<file path="src/rtl/reg_dbg_scanner_pkg.sv">
// Shared types and constants for the register-file debug scanner.
// Address/data widths match the CPU debug port; the state enum is also
// exported on the debug port of the scanner interface.
package reg_dbg_scanner_pkg;

   localparam int REG_ADRS_W = 5;
   localparam int REG_DATA_W = 32;

   typedef logic [REG_ADRS_W-1:0] adrs_t;
   typedef logic [REG_DATA_W-1:0] data_t;

   // Scanner FSM states
   typedef enum logic [1:0] {
      SCN_IDLE    = 2'd0,  // waiting for start
      SCN_WAIT    = 2'd1,  // read-latency counter running
      SCN_PRESENT = 2'd2,  // out_valid held until out_ready
      SCN_DONE    = 2'd3   // one-cycle done pulse
   } scn_state_t;

   // Single-register requests beyond the register file read the last register.
   function automatic adrs_t clamp_adrs(input adrs_t a, input int unsigned nregs);
      if (32'(a) >= nregs) begin
         return adrs_t'(nregs - 1);
      end
      return a;
   endfunction

endpackage

</file>
<file path="src/rtl/reg_dbg_scanner_if.sv">
// Bundle of the scanner's control, CPU debug port and output stream.
//
// Output stream handshake: out_valid/out_adrs/out_data are driven by the
// scanner; once out_valid is high, it and the payload stay constant until
// the consumer raises out_ready. A word moves on the clock edge where
// out_valid and out_ready are both high; out_ready may be high at any time
// and does not depend on out_valid.
interface reg_dbg_scanner_if;
   import reg_dbg_scanner_pkg::*;

   // control
   logic       start;
   logic       single;
   adrs_t      sel_adrs;
   logic       busy;
   logic       done;
   data_t      checksum;
   // CPU debug port
   adrs_t      reg_dbg_adrs;
   data_t      reg_dbg_q;
   // output stream
   logic       out_valid;
   logic       out_ready;
   adrs_t      out_adrs;
   data_t      out_data;
   // FSM state for observation
   scn_state_t dbg_state;

   // scanner side
   modport master (
      input  start, single, sel_adrs, reg_dbg_q, out_ready,
      output busy, done, checksum, reg_dbg_adrs,
      output out_valid, out_adrs, out_data, dbg_state
   );

   // environment side (control source, CPU debug port, consumer)
   modport slave (
      output start, single, sel_adrs, reg_dbg_q, out_ready,
      input  busy, done, checksum, reg_dbg_adrs,
      input  out_valid, out_adrs, out_data, dbg_state
   );

endinterface

</file>
<file path="src/rtl/reg_dbg_scanner.sv">
// Register-file debug scanner. On start it walks the CPU debug port
// through every register (or reads one selected register), waits RD_LAT
// edges per address, and presents each captured word on a valid/ready
// stream while accumulating an XOR checksum of the transferred words.
module reg_dbg_scanner
   import reg_dbg_scanner_pkg::*;
#(
   parameter int NREGS  = 32,  // registers scanned, 1..32
   parameter int RD_LAT = 1    // edges from address change to valid data
) (
   input  logic          clk_cpu,
   input  logic          reset,
   reg_dbg_scanner_if.master bus
);

   localparam adrs_t      LAST_ADRS = adrs_t'(NREGS - 1);
   localparam logic [7:0] CNT_LOAD  = 8'(RD_LAT);

   scn_state_t state_q;
   logic       single_q;
   adrs_t      adrs_q;
   logic [7:0] cnt_q;
   logic       valid_q;
   adrs_t      out_adrs_q;
   data_t      data_q;
   data_t      chk_q;
   logic       busy_q;
   logic       done_q;

   adrs_t      first_adrs_d;
   adrs_t      next_adrs_d;
   logic       last_word_d;
   logic       xfer_d;

   // Start address, successor address and end-of-scan decode.
   always_comb begin
      first_adrs_d = bus.single ? clamp_adrs(bus.sel_adrs, NREGS) : '0;
      next_adrs_d  = adrs_q + 5'd1;
      last_word_d  = single_q || (adrs_q == LAST_ADRS);
      xfer_d       = valid_q && bus.out_ready;
   end

   // Scanner FSM with all datapath registers; every output is registered.
   always_ff @(posedge clk_cpu) begin
      if (reset) begin
         state_q    <= SCN_IDLE;
         single_q   <= 1'b0;
         adrs_q     <= '0;
         cnt_q      <= '0;
         valid_q    <= 1'b0;
         out_adrs_q <= '0;
         data_q     <= '0;
         chk_q      <= '0;
         busy_q     <= 1'b0;
         done_q     <= 1'b0;
      end else begin
         done_q <= 1'b0;
         case (state_q)
            SCN_IDLE: begin
               if (bus.start) begin
                  single_q <= bus.single;
                  adrs_q   <= first_adrs_d;
                  chk_q    <= '0;
                  cnt_q    <= CNT_LOAD;
                  busy_q   <= 1'b1;
                  state_q  <= SCN_WAIT;
               end
            end
            SCN_WAIT: begin
               if (cnt_q == 8'd0) begin
                  data_q     <= bus.reg_dbg_q;
                  out_adrs_q <= adrs_q;
                  valid_q    <= 1'b1;
                  state_q    <= SCN_PRESENT;
               end else begin
                  cnt_q <= cnt_q - 8'd1;
               end
            end
            SCN_PRESENT: begin
               // address and payload stay frozen while the consumer stalls
               if (xfer_d) begin
                  chk_q   <= chk_q ^ data_q;
                  valid_q <= 1'b0;
                  if (last_word_d) begin
                     done_q  <= 1'b1;
                     state_q <= SCN_DONE;
                  end else begin
                     adrs_q  <= next_adrs_d;
                     cnt_q   <= CNT_LOAD;
                     state_q <= SCN_WAIT;
                  end
               end
            end
            SCN_DONE: begin
               // start is not looked at here, so a request in this cycle is dropped
               busy_q  <= 1'b0;
               state_q <= SCN_IDLE;
            end
            default: begin
               state_q <= SCN_IDLE;
            end
         endcase
      end
   end

   assign bus.reg_dbg_adrs = adrs_q;
   assign bus.out_valid    = valid_q;
   assign bus.out_adrs     = out_adrs_q;
   assign bus.out_data     = data_q;
   assign bus.busy         = busy_q;
   assign bus.done         = done_q;
   assign bus.checksum     = chk_q;
   assign bus.dbg_state    = state_q;

   // A stalled word must not change under the consumer.
   a_hold_stalled: assert property (@(posedge clk_cpu) disable iff (reset)
      (valid_q && !bus.out_ready) |=>
         (valid_q && $stable(data_q) && $stable(out_adrs_q) && $stable(adrs_q)));

   // done is a single-cycle pulse.
   a_done_pulse: assert property (@(posedge clk_cpu) disable iff (reset)
      done_q |=> !done_q);

endmodule

</file>
<file path="src/flat_wrapper.sv">
// flat-port wrapper written by rule: the top's interface ports become plain ports
module reg_dbg_scanner_flat import reg_dbg_scanner_pkg::*;
#(
   parameter int NREGS  = 32,                             
   parameter int RD_LAT = 1                                              
)
  (clk_cpu, reset, bus_start, bus_single, bus_sel_adrs, bus_reg_dbg_q, bus_out_ready, bus_busy, bus_done, bus_checksum, bus_reg_dbg_adrs, bus_out_valid, bus_out_adrs, bus_out_data, bus_dbg_state);
  reg_dbg_scanner_if bus_i ();
  input  logic clk_cpu;
  input  logic reset;
  input wire logic [$bits(bus_i.start)-1:0] bus_start;
  input wire logic [$bits(bus_i.single)-1:0] bus_single;
  input wire logic [$bits(bus_i.sel_adrs)-1:0] bus_sel_adrs;
  input wire logic [$bits(bus_i.reg_dbg_q)-1:0] bus_reg_dbg_q;
  input wire logic [$bits(bus_i.out_ready)-1:0] bus_out_ready;
  output wire logic [$bits(bus_i.busy)-1:0] bus_busy;
  output wire logic [$bits(bus_i.done)-1:0] bus_done;
  output wire logic [$bits(bus_i.checksum)-1:0] bus_checksum;
  output wire logic [$bits(bus_i.reg_dbg_adrs)-1:0] bus_reg_dbg_adrs;
  output wire logic [$bits(bus_i.out_valid)-1:0] bus_out_valid;
  output wire logic [$bits(bus_i.out_adrs)-1:0] bus_out_adrs;
  output wire logic [$bits(bus_i.out_data)-1:0] bus_out_data;
  output wire logic [$bits(bus_i.dbg_state)-1:0] bus_dbg_state;
  assign bus_i.start = bus_start;
  assign bus_i.single = bus_single;
  assign bus_i.sel_adrs = bus_sel_adrs;
  assign bus_i.reg_dbg_q = bus_reg_dbg_q;
  assign bus_i.out_ready = bus_out_ready;
  assign bus_busy = bus_i.busy;
  assign bus_done = bus_i.done;
  assign bus_checksum = bus_i.checksum;
  assign bus_reg_dbg_adrs = bus_i.reg_dbg_adrs;
  assign bus_out_valid = bus_i.out_valid;
  assign bus_out_adrs = bus_i.out_adrs;
  assign bus_out_data = bus_i.out_data;
  assign bus_dbg_state = bus_i.dbg_state;
  reg_dbg_scanner #(.NREGS(NREGS), .RD_LAT(RD_LAT)) u_core (.clk_cpu(clk_cpu), .reset(reset), .bus(bus_i));
endmodule
</file>
<file path="config.mk">
export PLATFORM = sky130hd
export DESIGN_NAME = reg_dbg_scanner_flat
export DESIGN_NICKNAME = d
export VERILOG_FILES = /design/src/rtl/reg_dbg_scanner_pkg.sv /design/src/rtl/reg_dbg_scanner_if.sv /design/src/rtl/reg_dbg_scanner.sv /design/src/flat_wrapper.sv
export SDC_FILE = /design/constraint.sdc
export NUM_CORES = 1
export LEC_CHECK = 0
export ABC_CLOCK_PERIOD_IN_PS = 2200
export CORE_UTILIZATION = 41
export DETAILED_ROUTE_END_ITERATION = 8
export GPL_TIMING_DRIVEN = 0
export PLACE_DENSITY = 0.79
export SLEW_MARGIN = 30
export SYNTH_ARGS = -nofsm -noshare
export SYNTH_HDL_FRONTEND = slang
export SYNTH_SLANG_ARGS = --single-unit
export TNS_END_PERCENT = 100
</file>
<file path="constraint.sdc">
create_clock -name clk_cpu -period 2.2 [get_ports clk_cpu]
set_input_delay 0.44 -clock clk_cpu [delete_from_list [all_inputs] [get_ports clk_cpu]]
set_output_delay 0.44 -clock clk_cpu [all_outputs]
set_load 0.05 [all_outputs]
</file>
==> Yosys cells after proc, flatten, opt, wreduce, memory -nomap -nowiden <==
Cells that the tools add are included.
{ "totals": {"reg_bits": 88, "elab_cells": 65, "inputBits": 42, "out_inout_bits": 79} }
{ "op_classes": {"bitwise_logic": 3, "eq_ne": 9, "n_reduce_logical": 17, "n_addsub": 2, "n_mux": 24} }
{ "op_table": {"columns": ["op", "count"], "rows": [
  ["$mux W32", 2],
  ["$pmux W32 S2", 1],
  ["$mux W8", 4],
  ["$xor A32 B32 Y32", 1],
  ["$pmux W8 S3", 1],
  ["$mux W5", 4],
  ["$pmux W5 S2", 1],
  ["$reduce_and A3 Y1", 3],
  ["$logic_not A8 Y1", 1],
  ["$mux W2", 4],
  ["$pmux W2 S4", 1],
  ["$sub A8 B1 Y8 const B", 1],
  ["$ne A2 B2 Y1 const B", 3],
  ["$reduce_and A2 Y1", 3],
  ["$reduce_bool A2 Y1", 3],
  ["$add A5 B1 Y5 const B", 1],
  ["$eq A5 B5 Y1 const B", 1],
  ["$reduce_and A5 Y1", 1],
  ["$eq A2 B2 Y1 const B", 2],
  ["$mux W1", 4],
  ["$ne A2 B1 Y1 const B", 2],
  ["$pmux W1 S2", 2],
  ["$reduce_and A4 Y1", 1],
  ["$reduce_bool A3 Y1", 1],
  ["other kinds (6)", 7]
]} }

==> Depth between registers and ports, before layout <==
{ "logic_depth": {"ltp_word": 5, "depth_mapped": 9, "depth_no_buf": 7} }

==> Least setup slack after synthesis <==
No wires, ideal clock.
{ "synth_path": {"path_type": "register -> register", "from": "register u_core.adrs_q[0], in the netlist u_core.bus.reg_dbg_adrs[0]", "to": "register u_core.cnt_q[4]", "path_buffers": 0, "path_stages_with_launch": 8, "setup_ns": 0.072, "t_required_ns": 2.128, "setup_slack_ns": -0.137, "t_arrival_ns": 2.265, "period_less_slack_ns": 2.337, "path_cell_list": "dfxtp_1 -> ha_1 -> and3_1 -> ha_1 -> nor2_1 -> o21ai_0 -> a2111oi_2 -> mux2i_1"} }
{ "synth_between": {"elab_chain_cells": 4} }
{ "synth_rtl": {"columns": ["item", "line", "rtl"], "rows": [
  ["from (decl)", "reg_dbg_scanner.sv:21", "adrs_t adrs_q;"],
  ["from (signal assigned)", "reg_dbg_scanner.sv:62", "adrs_q <= first_adrs_d;"],
  ["from (signal assigned)", "reg_dbg_scanner.sv:88", "adrs_q <= next_adrs_d;"],
  ["$eq A5 B5 Y1", "reg_dbg_scanner.sv:39", "last_word_d = single_q || (adrs_q == LAST_ADRS);"],
  ["$logic_or A1 B1 Y1", "reg_dbg_scanner.sv:39", null],
  ["$ne A2 B2 Y1 (no source line)", null, null],
  ["$reduce_and A5 Y1 (no source line)", null, null],
  ["to (signal assigned)", "reg_dbg_scanner.sv:76", "cnt_q <= cnt_q - 8'd1;"],
  ["to (decl)", "reg_dbg_scanner.sv:22", "logic [7:0] cnt_q;"]
]} }
Every way passes these cells.
A chain may end at the register's enable or synchronous reset.

==> Final worst setup path <==
{ "layout_path": {"from": "register u_core.adrs_q[4], in the netlist u_core.bus.reg_dbg_adrs[4]", "to": "output port bus_reg_dbg_adrs[4]"} }
{ "layout_lines": {"columns": ["item", "line", "rtl"], "rows": [
  ["to (decl)", "flat_wrapper.sv:19", "output wire logic [$bits(bus_i.reg_dbg_adrs)-1:0] bus_reg_dbg_adrs;"]
]} }
No word-level cell between the ends.

==> results_tabular.tex <==
\begin{tabular}{lr}
\hline
Metric & Value \\
\hline
\multicolumn{2}{l}{\textbf{STA}} \\
RSZ-0062 raised after global routing & no \\
Final setup violating endpoints & 0 \\
Setup TNS Final & 0 ns \\
Worst clock skew & 0.0171 ns \\
Worst Hold Margin & 0.474 ns \\
Number of failing hold endpoints at the final stage & 0 \\
Max-slew headroom & 59.1\% \\
Slew of the pin with the lowest slew margin & 0.614 ns \\
Final cycle utilization of the critical path & 94.3\% \\
Time the worst path needs with I/O delays and setup & 2.07 ns \\
Max-slew violation total from the final report & 0 \\
Maximum clock frequency & 482 MHz \\
\multicolumn{2}{l}{\textbf{Clock tree}} \\
Max clock buf depth & 2 \\
TritonCTS buffer count & 9 \\
Clock slew at reported path FFs & 0.08 ns \\
Clock tree from TritonCTS & built \\
CTS sink count & 88 \\
Source-to-sink clock delay at the later pin of the worst-skew pair & 0.36 ns \\
Cell at the root of the clock tree & sky130\_fd\_sc\_hd\_\_clkbuf\_8 \\
Count of buffers added by post-CTS timing repair for setup & 0 \\
Total number of H-tree levels & 3 \\
\multicolumn{2}{l}{\textbf{GRT}} \\
GRT overflow & 0 \\
Initial antenna violation count & 0 \\
Wire length of the first global-routing pass & 15900 um \\
Total GRT Usage & 20.8\% \\
Vias in the first global route & 3327 \\
Pin count of the biggest net entering global routing & 16 \\
\multicolumn{2}{l}{\textbf{Final layout}} \\
Final Net Count & 606 \\
Post-route design area & 5180 um2 \\
Number of fill cells & 797 \\
Proportion of layout cells with a drive suffix above 1 & 7.08\% \\
Number of diodes & 0 \\
Area added between synthesis and finish & 41.1\% \\
\multicolumn{2}{l}{\textbf{Setup path}} \\
WP buf/inv & 1 \\
Crit start category & flip-flop \\
Cells traversed along the worst timing path & clkdlybuf4s50\_1 \\
Worst Path Class, Setup & flip-flop to output port \\
Library cell contributing the largest single delay on the critical path & sky130\_fd\_sc\_hd\_\_clkdlybuf4s50\_1 \\
CP max FO & 4 \\
Critical path endpoint category & output port \\
Data arrival time at the worst-slack endpoint & 1.63 ns \\
Cell class contributing the biggest share of worst-path delay & buffers and inverters \\
Worst stage delay on the critical path & 0.84 ns \\
Critical path required time & 1.76 ns \\
\multicolumn{2}{l}{\textbf{Routing}} \\
Number of nets with antenna violations after detailed routing & 0 \\
Final WL & 9840 um \\
Vias per inst & 5.07 \\
Overall via count from detail\_route & 3411 \\
DRC violations left & 0 \\
Detailed-route wire length per cell & 14.6 um \\
Starting DRT DRC Count & 152 \\
Number of detailed-routing iterations run before antenna repair & 4 \\
\multicolumn{2}{l}{\textbf{Synth}} \\
Count of flip-flops with a built-in enable after synthesis & 0 \\
Summed instance area of the synthesized netlist & 3670 um2 \\
Leading cell types by count after synthesis & sky130\_fd\_sc\_hd\_\_dfxtp\_1 (88), sky130\_fd\_sc\_hd\_\_nand2\_1 (83), sky130\_fd\_sc\_hd\_\_a21oi\_1 (48), sky130\_fd\_sc\_hd\_\_nor2\_1 (37), sky130\_fd\_sc\_hd\_\_o21ai\_0 (37) \\
Cell with the most instances after synthesis & sky130\_fd\_sc\_hd\_\_dfxtp\_1 \\
Instance count of the mapped netlist & 430 \\
Post-synth top area share & 48.0\% \\
Synth async-reset ratio & 0\% \\
Most area-consuming cells after synthesis & sky130\_fd\_sc\_hd\_\_dfxtp\_1 (48\%), sky130\_fd\_sc\_hd\_\_nand2\_1 (8.5\%), sky130\_fd\_sc\_hd\_\_xor2\_1 (7.6\%) \\
Post-synth net total & 476 \\
Number of storage elements in the synthesis netlist & 88 \\
Number of distinct library cells after synthesis & 42 \\
Portion of the post-synthesis area used by sequential elements & 48.0\% \\
Post-synthesis cell type with the largest combined area & sky130\_fd\_sc\_hd\_\_dfxtp\_1 \\
Top flip-flop cell by instance count after synthesis & sky130\_fd\_sc\_hd\_\_dfxtp\_1 \\
Yosys warning count & 0 \\
Syn Area/Cell & 8.54 um2 \\
\multicolumn{2}{l}{\textbf{Power}} \\
Power Total & 5.36 mW \\
Net load switching power & 2.27 mW \\
Cell internal pwr & 3.09 mW \\
Pwr dens & 1030 nW/um2 \\
Sequential power share & 38.1\% \\
Clock group share of total power & 19.0\% \\
Peak supply drop & 445 uV \\
Leakage dissipation & 1.81 nW \\
Fraction of power consumed by combinational cells & 42.9\% \\
Sw Share & 42.3\% \\
\multicolumn{2}{l}{\textbf{Outcome}} \\
Result of the run & finished clean \\
\multicolumn{2}{l}{\textbf{Place}} \\
Placement Cell Area & 5000 um2 \\
Weighted congestion reported at the end of routability-driven placement & 0.847 \\
Half-perimeter wire length after placement & 7320 um \\
I/O Buffers & 119 \\
\multicolumn{2}{l}{\textbf{Die}} \\
Total Die Area & 9340 um2 \\
Top Ports & 121 \\
Floorplan row count & 34 \\
Starting density of the core & 42.3\% \\
Die width & 96.7 um \\
Height of the die & 96.7 um \\
Area inside the core boundary & 8680 um2 \\
\multicolumn{2}{l}{\textbf{Job}} \\
Count of max-cap constraint violations & 0 \\
\multicolumn{2}{l}{\textbf{Min path}} \\
Type of the worst min-delay path & flip-flop to flip-flop \\
\hline
\end{tabular}
## cell usage in the layout (no fill, tap or decap), drive strengths merged, types with 2 or more instances in the layout
cell           count
nand3b             6
a2111oi            2
a211o              2
o211ai             3
a211oi             3
inv                3
or2                2
nor4               2
nor2              38
clkinv             2
nand3              6
or3                5
a21oi             48
or3b               6
dfxtp             88
clkbuf            32
nand2             83
and2b              2
mux2i              6
a21o               4
clkdlybuf4s50    118
nor3b              2
ha                 4
xor2              32
o21ai             38
and3               2
nand2b             3
buf               10
clkinvlp           2
## tightest hold or removal path, stage by stage (launching register included)
cell,delay [ns]
sky130_fd_sc_hd__dfxtp_1,0.32
sky130_fd_sc_hd__nand2_1,0.06
sky130_fd_sc_hd__a21oi_1,0.05
## through the flow
stage / setup slack [ns] / util [%] / std cells
5_1_grt: 0.0302 / 59.7 / 673
3_3_place_gp: -0.185 / 57.7 / 657
4_1_cts: 0.00106 / 59.6 / 673
6_report: 0.126 / 59.7 / 673
2_1_floorplan: 0.00496 / - / 430
3_5_place_dp: -0.216 / 57.7 / 657
## registers in the layout, summed over array words and instances (netlist names)
register,flops
u_core.bus.out_data,32
u_core.bus.busy,1
u_core.bus.out_valid,1
u_core.bus.dbg_state,2
u_core.single_q,1
u_core.bus.done,1
u_core.bus.checksum,32
u_core.cnt_q,8
u_core.bus.reg_dbg_adrs,5
u_core.bus.out_adrs,5
## power groups by stage
stage	registers [mW]	clock network, mW	logic (mW)
5_1_grt	2.08	1.10	2.46
6_report	2.04	1.02	2.30
3_3_place_gp	2.07	0	2.26
2_1_floorplan	2.62	0	1.03
3_5_place_dp	2.07	0	2.29
4_1_cts	2.04	1.04	2.30
## routing by layer
layer,vias to the layer above,global-route usage (%),share of wire [%]
met4,0,7.35,0.95
met1,1596,26.5,46
met2,107,34.6,48
li1,1699,-,-
met5,-,0,0
met3,9,4.70,5.2
## timing repair
action,CTS,global route
resized for setup,1,3
hold buffers,0,0
pin swaps,0,1
setup endpoints to repair,1,11
## area by class of cell
type	instances	area, um2	area share [%]
multi-input combinational	309	1770	34.1
timing repair buffer	119	1190	22.9
buffer	31	146	2.82
tap	108	135	2.61
clock inverter	5	41.3	0.796
inverter	2	7.51	0.145
clock buffer	11	131	2.53
sequential	88	1760	34.0
## logic make-up (layout without fill, tap and decap cells)
family	count (synthesis)	count (layout)	share of synthesized area, %
and+or+nand+nor	162	162	20.6
adders and majority gates	4	4	1.36
DFF	88	88	48.0
xor gates and xnor gates	32	32	7.63
AOI/OAI and AO/OA	105	105	16.7
buffers and inverters	33	168	4.19
muxes	6	6	1.63
## path summary, 6_finish.rpt
kind                                                  from                    endpoint  slack [ns]  cells after the start
worst max-delay path            u_core.bus.reg_dbg_adrs[4]         bus_reg_dbg_adrs[4]        0.13                      1
worst min-delay path               u_core.bus.out_data[13]     u_core.bus.out_data[13]        0.47                      2
worst max register to register  u_core.bus.reg_dbg_adrs[1]  u_core.bus.reg_dbg_adrs[2]        0.18                      9
worst min register to register     u_core.bus.out_data[13]     u_core.bus.out_data[13]        0.47                      2
No activity file was read; power rests on OpenSTA's default activity.
